**src/rtl/i2s_pkg.sv**
```systemverilog
// Shared I2S definitions: channel-state enum and default channel word width,
// common to the I2S transmitter and receiver.
package i2s_pkg;

  localparam int unsigned I2S_WIDTH     = 16;
  localparam int unsigned I2S_OVF_CNT_W = 16;

  typedef enum logic [1:0] {
    ALIGN = 2'd0,
    LEFT  = 2'd1,
    RIGHT = 2'd2
  } i2s_state_t;

endpackage

```
**src/rtl/i2s_rx_sync.sv**
```systemverilog
// Brings SCLK/LRCLK/SD into the MCLK domain and produces a registered one-cycle
// tick per SCLK rising edge, with LRCLK/SD delayed to line up with that tick.
module i2s_rx_sync (
  input  logic i_clk,
  input  logic i_rst,
  input  logic i_sclk,
  input  logic i_lrclk,
  input  logic i_sd,
  output logic o_tick,
  output logic o_lrclk,
  output logic o_sd
);

  logic r_sclk_meta, r_sclk_sync, r_sclk_prev;
  logic r_lr_meta, r_lr_sync;
  logic r_sd_meta, r_sd_sync;
  logic r_tick, r_lr, r_sd;

  // Two-flop synchronizers, then a registered edge detect with aligned data
  always_ff @(posedge i_clk) begin
    if (i_rst) begin
      r_sclk_meta <= 1'b0;
      r_sclk_sync <= 1'b0;
      r_sclk_prev <= 1'b0;
      r_lr_meta   <= 1'b0;
      r_lr_sync   <= 1'b0;
      r_sd_meta   <= 1'b0;
      r_sd_sync   <= 1'b0;
      r_tick      <= 1'b0;
      r_lr        <= 1'b0;
      r_sd        <= 1'b0;
    end else begin
      r_sclk_meta <= i_sclk;
      r_sclk_sync <= r_sclk_meta;
      r_sclk_prev <= r_sclk_sync;
      r_lr_meta   <= i_lrclk;
      r_lr_sync   <= r_lr_meta;
      r_sd_meta   <= i_sd;
      r_sd_sync   <= r_sd_meta;
      r_tick      <= r_sclk_sync & ~r_sclk_prev;
      r_lr        <= r_lr_sync;
      r_sd        <= r_sd_sync;
    end
  end

  assign o_tick  = r_tick;
  assign o_lrclk = r_lr;
  assign o_sd    = r_sd;

endmodule

```
**src/rtl/i2s_receiver.sv**
```systemverilog
// Philips I2S receiver: reassembles left/right words into a valid/ready frame register.
// Optional saturating overflow counter enabled by defining I2S_RX_OVERFLOW_CNT_EN.
module i2s_receiver
  import i2s_pkg::*;
#(
  parameter int unsigned WIDTH = I2S_WIDTH
) (
  input  logic                     MCLK,
  input  logic                     Reset,
  input  logic                     onOff,
  input  logic                     SCLK,
  input  logic                     LRCLK,
  input  logic                     SD,
  input  logic                     Ready,
  output logic [2*WIDTH-1:0]       Rx,
  output logic                     Valid,
  output logic                     Overflow,
  output logic [I2S_OVF_CNT_W-1:0] OverflowCount
);

  localparam int unsigned IDX_W = $clog2(WIDTH + 1);

  logic             w_tick, w_lr, w_sd, w_change;
  logic             w_latch_left, w_load;
  i2s_state_t       r_state, w_state_next;
  logic             r_lr_prev;
  logic [IDX_W-1:0] r_bit_idx;
  logic [WIDTH-1:0] r_word, w_word_upd, r_left;

  i2s_rx_sync u_sync (
    .i_clk   (MCLK),
    .i_rst   (Reset),
    .i_sclk  (SCLK),
    .i_lrclk (LRCLK),
    .i_sd    (SD),
    .o_tick  (w_tick),
    .o_lrclk (w_lr),
    .o_sd    (w_sd)
  );

  assign w_change = w_tick && (w_lr != r_lr_prev);

  // Place the current SD bit at its MSB-first slot position; index == WIDTH drops it
  always_comb begin
    w_word_upd = r_word;
    for (int unsigned i = 0; i < WIDTH; i++) begin
      if (r_bit_idx == IDX_W'(WIDTH - 1 - i)) w_word_upd[i] = w_sd;
    end
  end

  always_ff @(posedge MCLK) begin
    if (Reset) r_state <= ALIGN;
    else       r_state <= w_state_next;
  end

  always_comb begin
    w_state_next = r_state;
    w_latch_left = 1'b0;
    w_load       = 1'b0;
    if (!onOff) begin
      w_state_next = ALIGN;
    end else if (w_change) begin
      case (r_state)
        ALIGN: if (!w_lr) w_state_next = LEFT;
        LEFT: if (w_lr) begin
          w_latch_left = 1'b1;
          w_state_next = RIGHT;
        end
        RIGHT: if (!w_lr) begin
          w_load       = 1'b1;
          w_state_next = LEFT;
        end
        default: w_state_next = ALIGN;
      endcase
    end
  end

  // Slot shifter, left-word latch and the consumer-facing holding register
  always_ff @(posedge MCLK) begin
    if (Reset) begin
      r_lr_prev <= 1'b0;
      r_bit_idx <= '0;
      r_word    <= '0;
      r_left    <= '0;
      Rx        <= '0;
      Valid     <= 1'b0;
      Overflow  <= 1'b0;
    end else begin
      Overflow <= 1'b0;
      if (w_tick) begin
        r_lr_prev <= w_lr;
        if (w_change) begin
          r_word    <= '0;
          r_bit_idx <= '0;
        end else begin
          r_word <= w_word_upd;
          if (r_bit_idx != IDX_W'(WIDTH)) r_bit_idx <= r_bit_idx + IDX_W'(1);
        end
      end
      if (w_latch_left) r_left <= w_word_upd;
      if (w_load) begin
        Rx       <= {r_left, w_word_upd};
        Valid    <= 1'b1;
        Overflow <= Valid && !Ready;
      end else if (Valid && Ready) begin
        Valid <= 1'b0;
      end
    end
  end

`ifdef I2S_RX_OVERFLOW_CNT_EN
  logic [I2S_OVF_CNT_W-1:0] r_ovf_cnt;

  // Counts in the same cycle Overflow is raised; sticks at all-ones
  always_ff @(posedge MCLK) begin
    if (Reset) begin
      r_ovf_cnt <= '0;
    end else if (w_load && Valid && !Ready && (r_ovf_cnt != '1)) begin
      r_ovf_cnt <= r_ovf_cnt + I2S_OVF_CNT_W'(1);
    end
  end

  assign OverflowCount = r_ovf_cnt;
`else
  assign OverflowCount = '0;
`endif

endmodule
```
**config.mk**
```make
export PLATFORM = sky130hd
export DESIGN_NAME = i2s_receiver
export DESIGN_NICKNAME = d
export VERILOG_FILES = /design/src/rtl/i2s_pkg.sv /design/src/rtl/i2s_rx_sync.sv /design/src/rtl/i2s_receiver.sv
export SDC_FILE = /design/constraint.sdc
export NUM_CORES = 1
export LEC_CHECK = 0
export BUFFER_PORTS_ARGS = -buffer_cell sky130_fd_sc_hd__buf_2
export CAP_MARGIN = 5
export CORE_MARGIN = 8
export CORE_UTILIZATION = 56
export DETAILED_ROUTE_END_ITERATION = 8
export GPL_TIMING_DRIVEN = 0
export PLACE_DENSITY_LB_ADDON = 0.08
export SYNTH_ARGS = -nofsm -noshare
export SYNTH_HDL_FRONTEND = slang
export SYNTH_SLANG_ARGS = --single-unit
```
**constraint.sdc**
```tcl
create_clock -name MCLK -period 1.9 [get_ports MCLK]
set_clock_uncertainty 0.2 [all_clocks]
set_input_delay 0.19 -clock MCLK [delete_from_list [all_inputs] [get_ports MCLK]]
set_output_delay 0.19 -clock MCLK [all_outputs]
set_load 0.02 [all_outputs]
```
==> summary.md, run 1 <==
| Metric | Value |
|---|---|
| Final setup viols | `0` |
| Startpoint class of the critical path | `register` |
| First-pass GRT wire length | `14.3 mm` |
| Share of layout cells above drive strength 1 | `0.302` |
| Outcome | `complete, no violations` |
| CP Capture Type | `register` |
| Slew headroom | `0.551` |
| Synthesized instance count | `approximately 380` |
| Residual DRC | `0` |
| GP Congestion | `approximately 0.82` |
| Via density | `approximately 5.6` |
| Total GRT Usage | `0.182` |
| Flip-flop and latch count after synthesis | `84` |
| Area growth from synthesis to layout | `19.7%` |
| Crit share post-route | `0.966` |
| Top cell type's share of synthesized area | `0.455` |
| HP Class | `register to register` |
| # diodes | `0` |
| Max-Cap Viols | `0` |
| Critical-path cell list | `inv_1, ha_2, and4bb_2, mux2i_1, a211oi_1` |
| DP Worst Slack | `-0.0249 ns` |
| Routed vias | `roughly 3,000` |
| Ys Warns | `0` |
| Setup CP Type | `register to register` |
| Htree depth | `3` |
| Root Buffer | `clkbuf_8` |
| Register area share after synthesis | `0.455` |
| Largest cells by area after synthesis | `dfxtp_1 (45%), a21oi_1 (7.3%), o21ai_0 (4.7%)` |
| Die area | `9460 µm²` |
| CTS Buf Count | `9` |
| Synth area leader | `dfxtp_1` |
| Final min period | `between 1.5 and 2 ns` |
| Initial antenna violation count | `0` |
| Post-layout nets | `467` |
| Initial Util | `0.579` |
| Die H | `between 90 and 100 µm` |
| DRT antenna net count | `0` |
| Worst vdd ir | `~0.65 mV` |
| Clock Tree Buf Depth | `2` |
| Initial DRC Count | `roughly 180` |
| Grt total ovfl | `0` |
| Fin area | `4430 µm²` |
| Final Max Tran Viols | `0` |
| CP max-delay cell | `dfxtp_2` |
| PD cells | `737 nW/µm²` |
| P_leak | `about 1.6 nW` |
| Required time of the critical path | `approximately 1.9 ns` |
| CTS tree | `done` |
| DR pass1 iterations | `4` |
| Drt total wl | `approximately 9 mm` |
| Setup tns final | `0 ns` |
| Max FO, Critical Path | `6` |
| Setup ws final | `0.0655 ns` |
| Worst Max-Slew Pin Slew | `about 0.67 ns` |
| Largest net degree at the start of global routing | `15` |
| Die width | `about 100 µm` |
| Port Buf Inserts | `40` |
| Most common cell after layout, fill and taps aside | `dfxtp_1` |
| WP data arrival | `between 1.5 and 2 ns` |
| Fill cell count | `519` |
| Post-layout util | `0.693` |
| Syn avg cell area | `roughly 9.7 µm²` |
| Clk sinks | `84` |
| Vias in the first global route | `between 2,000 and 3,000` |
| DP HPWL | `6.30 mm` |
| FP Rows | `29` |
| Synth cell types | `45` |
| Core ar. | `between 6000 and 7000 µm²` |
| Drt wl/cell | `16.3 µm` |
| RSZ-0062 raised after global routing | `true` |
| Crit path largest cell delay | `roughly 0.37 ns` |
| Cell area after synthesis | `about 3700 µm²` |
| Most frequent cells in the layout | `dfxtp_1 (81), a21oi_1 (54), buf_2 (47)` |
| Clock slew at reported path FFs | `roughly 0.09 ns` |
| Worst skew pair latency | `0.35 ns` |
| Highest Clock Rate | `between 500 and 600 MHz` |
| Dpl cell area | `between 4000 and 5000 µm²` |
| Final hold vios | `0` |
| I/O pin count | `between 50 and 60` |
## cell usage after synthesis
cell type and instances:
clkbuf_1 16, and4bb_1 1, nand4_1 1, a211oi_2 10, nor4_1 1, xnor2_4 1, nand2b_1 1, nor3_1 2
nand4b_1 3, nor3b_1 1, and4bb_2 9, buf_6 3, buf_12 1, mux2i_1 17, and2_1 1, a21oi_1 54
a211oi_1 22, nand2_1 22, nor2_2 1, buf_1 1, nand4bb_1 2, and2_4 1, a31o_2 1, nor3b_4 1
xor2_1 1, o22ai_1 1, inv_1 5, nor2b_1 10, dfxtp_1 84, a22oi_1 1, and3_4 1, buf_2 9
a32o_1 1, nand3_1 21, o21ai_0 35, buf_4 21, o32ai_1 3, or3_1 1, conb_1 1, ha_1 5
o31ai_1 1, nor2_1 3, nor4b_2 4, and3_1 1, or2_2 1
## sequential cells by signal, summed over array words and instances, names as in the netlist, 2 cells and up
name       flops
r_state        2
r_bit_idx      5
r_left        16
r_word        16
Rx            32
## logic make-up (layout without fill, tap and decap cells)
logic type / after synthesis / in the layout / synth area share
mux: 17 / 17 / 0.0460
flops: 84 / 84 / 0.455
fa+ha+maj: 5 / 5 / 0.0169
compound gates: 129 / 129 / 0.217
buf+inv: 56 / 118 / 0.0917
xor+xnor: 2 / 2 / 0.00982
simple gates: 89 / 89 / 0.163
other cells: 1 / 16 / 0.00101
## layout make-up
type | count | area (µm²) | share of cell area
clock inverter | 5 | 60.1 | 0.0136
sequential | 84 | 1690 | 0.381
buffer | 50 | 333 | 0.0752
timing repair buffer | 47 | 268 | 0.0605
tap | 77 | 96.3 | 0.0218
multi-input combinational | 258 | 1810 | 0.410
inverter | 5 | 18.8 | 0.00424
clock buffer | 11 | 151 | 0.0342
## power by group
group,internal [mW],leakage (nW),total [mW],switching (mW)
Sequential,1.77,0.679,1.77,0.00636
Combinational,0.0597,0.862,0.160,0.100
Clock,0.682,0.106,1.33,0.646
## layer usage
layer / wire [µm] / global-route usage / share of wire / vias up
li1: - / - / - / 1506
met1: 4070 / 0.239 / 0.46 / 1411
met2: 3900 / 0.280 / 0.45 / 104
met3: 638 / 0.0491 / 0.073 / 12
met4: 149 / 0.0664 / 0.017 / 0
met5: 0 / 0 / 0 / -
## path summary, 6_finish.rpt
kind | startpoint | to | slack (ns) | cells past startpoint
max reg2reg | r_bit_idx[0] | Rx[7] | 0.07 | 5
min | u_sync.r_sclk_prev | u_sync.o_tick | 0.21 | 1
min reg2reg | u_sync.r_sclk_prev | u_sync.o_tick | 0.21 | 1
max | r_bit_idx[0] | Rx[7] | 0.07 | 5
## critical path, delay by kind of cell, from the launching register on
family          cells  cell delay (ns)
flops               1             0.37
mux                 1             0.36
fa+ha+maj           1             0.26
simple gates        1             0.26
compound gates      1             0.13
buf+inv             1             0.12
## what timing repair did
action                                  4_1_cts  5_1_grt
endpoints found under the hold margin         8        0
hold buffers                                  6        0
setup buffers                                 0        1
gates resized for setup                       5       26
endpoints found under the setup margin        5       34
## stage by stage
step / power [mW] / hold slack [ns] / cells
6_report: 3.26 / 0.209 / 537
5_1_grt: 3.38 / 0.227 / 537
4_1_cts: 3.27 / 0.210 / 537
3_5_place_dp: 1.96 / 0.188 / 515
3_3_place_gp: 1.95 / 0.176 / 515
2_1_floorplan: 1.93 / 0.0691 / 398
(Power assumes the default switching activity.)
==> run 2, diff against run 1 <==
- REMOVE_ABC_BUFFERS: not set -> 1
==> run 2 against run 1 <==
  * Total power up 12%
  * Sequential share of layout area up 2.2 points
  * First-iteration DRC count up 35%
  * Worst hold slack worse by 0.14 ns
  * Count of clock-buffer cells in the layout down 1
  * Highest routed layer unchanged
==> summary.md, run 2 (same netlist as run 1, synthesis figures left out) <==
| Metric | Value |
|---|---|
| Crit path largest cell delay | `0.35 ns (was 0.37 ns)` |
| Dpl cell area | `3730 µm² (was 4050 µm²)` |
| Initial Util | `0.579 (unchanged)` |
| Worst vdd ir | `0.587 mV (was 0.654 mV)` |
| P_leak | `1.49 nW (was 1.65 nW)` |
| Via density | `5.98 (was 5.65)` |
| FF/Latch Area | `1690 µm² (about the same)` |
| HP Class | `input port to register (was register to register)` |
| Drt wl/cell | `17.4 µm (was 16.3 µm)` |
| Htree depth | `3 (unchanged)` |
| FP Rows | `29 (unchanged)` |
| Area growth from synthesis to layout | `13.5% (was 19.7%)` |
| Initial antenna violation count | `0 (unchanged)` |
| Clk sinks | `84 (unchanged)` |
| Largest net degree at the start of global routing | `71 (was 15)` |
| CTS Buf Count | `9 (unchanged)` |
| Critical-path cell list | `inv_1, ha_2, nor4b_4, mux2i_2, a211oi_1 (was inv_1, ha_2, and4bb_2, mux2i_1, a211oi_1)` |
| First-pass GRT wire length | `13.5 mm (was 14.3 mm)` |
| Worst skew pair latency | `0.35 ns (about the same)` |
| Startpoint class of the critical path | `register (unchanged)` |
| DP Worst Slack | `-0.774 ns (was -0.0249 ns)` |
| Residual DRC | `0 (unchanged)` |
| Final Max Tran Viols | `0 (unchanged)` |
| CP max-delay cell | `dfxtp_1 (was dfxtp_2)` |
| Routed vias | `2,932 (was 3,033)` |
| Highest Clock Rate | `555 MHz (was 545 MHz)` |
| Grt total ovfl | `0 (unchanged)` |
| Worst Max-Slew Pin Slew | `0.963 ns (was 0.673 ns)` |
| CTS tree | `done (unchanged)` |
| Total power | `3.66 mW (was 3.26 mW)` |
| Final hold vios | `0 (unchanged)` |
| Largest Register | `Rx (unchanged)` |
| Die area | `9460 µm² (unchanged)` |
| DR pass1 iterations | `4 (unchanged)` |
| Vias in the first global route | `2,739 (was 2,862)` |
| Final setup viols | `0 (unchanged)` |
| Die H | `97.3 µm (unchanged)` |
| GP Congestion | `0.799 (was 0.818)` |
| Post-route insts no fill | `490 (was 537)` |
| Fill cell count | `514 (was 519)` |
| Final hold slack | `0.0737 ns (was 0.209 ns)` |
| DP HPWL | `4.95 mm (was 6.30 mm)` |
| Drt total wl | `8.51 mm (was 8.77 mm)` |
| Clock slew at reported path FFs | `0.09 ns (about the same)` |
| Setup ws final | `0.0990 ns (was 0.0655 ns)` |
| Crit share post-route | `0.948 (was 0.966)` |
| Root Buffer | `clkbuf_8 (unchanged)` |
| Largest regs | `Rx x32, r_left x16, r_word x16 (unchanged)` |
| Post-layout nets | `420 (was 467)` |
| CP Capture Type | `register (unchanged)` |
| Max reg flops | `32 (unchanged)` |
| Slew headroom | `0.356 (was 0.551)` |
| PD cells | `871 nW/µm² (was 737 nW/µm²)` |
| Max FO, Critical Path | `6 (unchanged)` |
| Initial DRC Count | `247 (was 183)` |
| Fin area | `4200 µm² (was 4430 µm²)` |
| Outcome | `complete, no violations (unchanged)` |
| Final min period | `1.80 ns (was 1.83 ns)` |
| Setup CP Type | `register to register (unchanged)` |
| I/O pin count | `57 (unchanged)` |
| Port Buf Inserts | `40 (unchanged)` |
| Share of layout cells above drive strength 1 | `0.257 (was 0.302)` |
| RSZ-0062 raised after global routing | `false (was true)` |
| Required time of the critical path | `1.90 ns (was 1.91 ns)` |
| Die width | `97.3 µm (unchanged)` |
| WP data arrival | `1.80 ns (was 1.85 ns)` |
| Footprint of the multi-input gates | `1810 µm² (about the same)` |
| DRT antenna net count | `0 (unchanged)` |
| Dpl cells | `464 (was 515)` |
| Most common cell after layout, fill and taps aside | `dfxtp_1 (unchanged)` |
| Clock Tree Buf Depth | `2 (unchanged)` |
| Max-Cap Viols | `0 (unchanged)` |
| Most frequent cells in the layout | `dfxtp_1 (77), a21oi_1 (54), buf_2 (39) (was dfxtp_1 (81), a21oi_1 (54), buf_2 (47))` |
| Total GRT Usage | `0.168 (was 0.182)` |
| Core ar. | `6390 µm² (unchanged)` |
| # diodes | `0 (unchanged)` |
## run 2: changes by cell type in the layout (fill, tap and decap cells not counted), moves of 3 or more
cell / previous run / this run
buf_4: 22 / 3
dfxtp_1: 81 / 77
mux2i_1: 10 / 13
dfxtp_2: 3 / 7
mux2i_2: 7 / 4
buf_6: 4 / 1
clkbuf_2: 3 / 0
bufinv_16: 1 / 5
buf_2: 47 / 39
clkbuf_1: 11 / 1
## run 2: cell type report
| type | instances | share of cell area |
|---|---|---|
| Clock buffer | 10 | 0.0304 |
| Clock inverter | 6 | 0.0379 |
| Timing Repair Buffer | 49 | 0.0712 |
| Sequential cell | 84 | 0.403 |
| Inverter | 5 | 0.00447 |
| Tap cell | 77 | 0.0230 |
| Multi-Input combinational cell | 259 | 0.430 |
## run 2: layer usage
| layer | vias to the layer above | GRT usage | routed length, µm |
|---|---|---|---|
| met2 | 90 | 0.275 | 4070 |
| li1 | 1410 | - | - |
| met4 | 0 | 0.0688 | 103 |
| met3 | 10 | 0.0405 | 578 |
| met5 | - | 0 | 0 |
| met1 | 1422 | 0.206 | 3750 |
## run 2: metrics by stage
| step | setup TNS (ns) | util |
|---|---|---|
| CTS | 0 | 0.649 |
| global route | 0 | 0.657 |
| floorplan | 0 | - |
| finish | 0 | 0.657 |
| detailed placement | -33.93 | 0.584 |
| global placement | -34.55 | 0.584 |
## run 2: path summary, 6_finish.rpt
check                           cells past startpoint          startpoint                  to  slack [ns]
worst min register to register                      1  u_sync.r_sclk_prev       u_sync.o_tick        0.18
worst max register to register                      5        r_bit_idx[1]              Rx[15]         0.1
worst max-delay path                                5        r_bit_idx[1]              Rx[15]         0.1
worst min-delay path                                2               Reset  u_sync.r_sclk_meta        0.07
## run 2: report_power, final
part	switching, mW	internal (mW)	total, mW
Sequential	0.0108	1.77	1.78
Clock	0.621	1.14	1.77
Combinational	0.0840	0.0301	0.114
Total	0.716	2.94	3.66
## run 2: worst max-delay path: cells and delay by family (launching register included)
kind	cells	cell delay, ns
simple gates	1	0.26
compound gates	1	0.12
fa+ha+maj	1	0.26
mux	1	0.34
flops	1	0.35
buf+inv	1	0.12
## run 2: timing repair
action,in CTS,in global routing
setup buffers,4,0
pin swaps,2,1
gates cloned,0,1
endpoints found under the setup margin,67,48
endpoints found under the hold margin,7,0
hold buffers,5,0
gates resized for setup,12,11
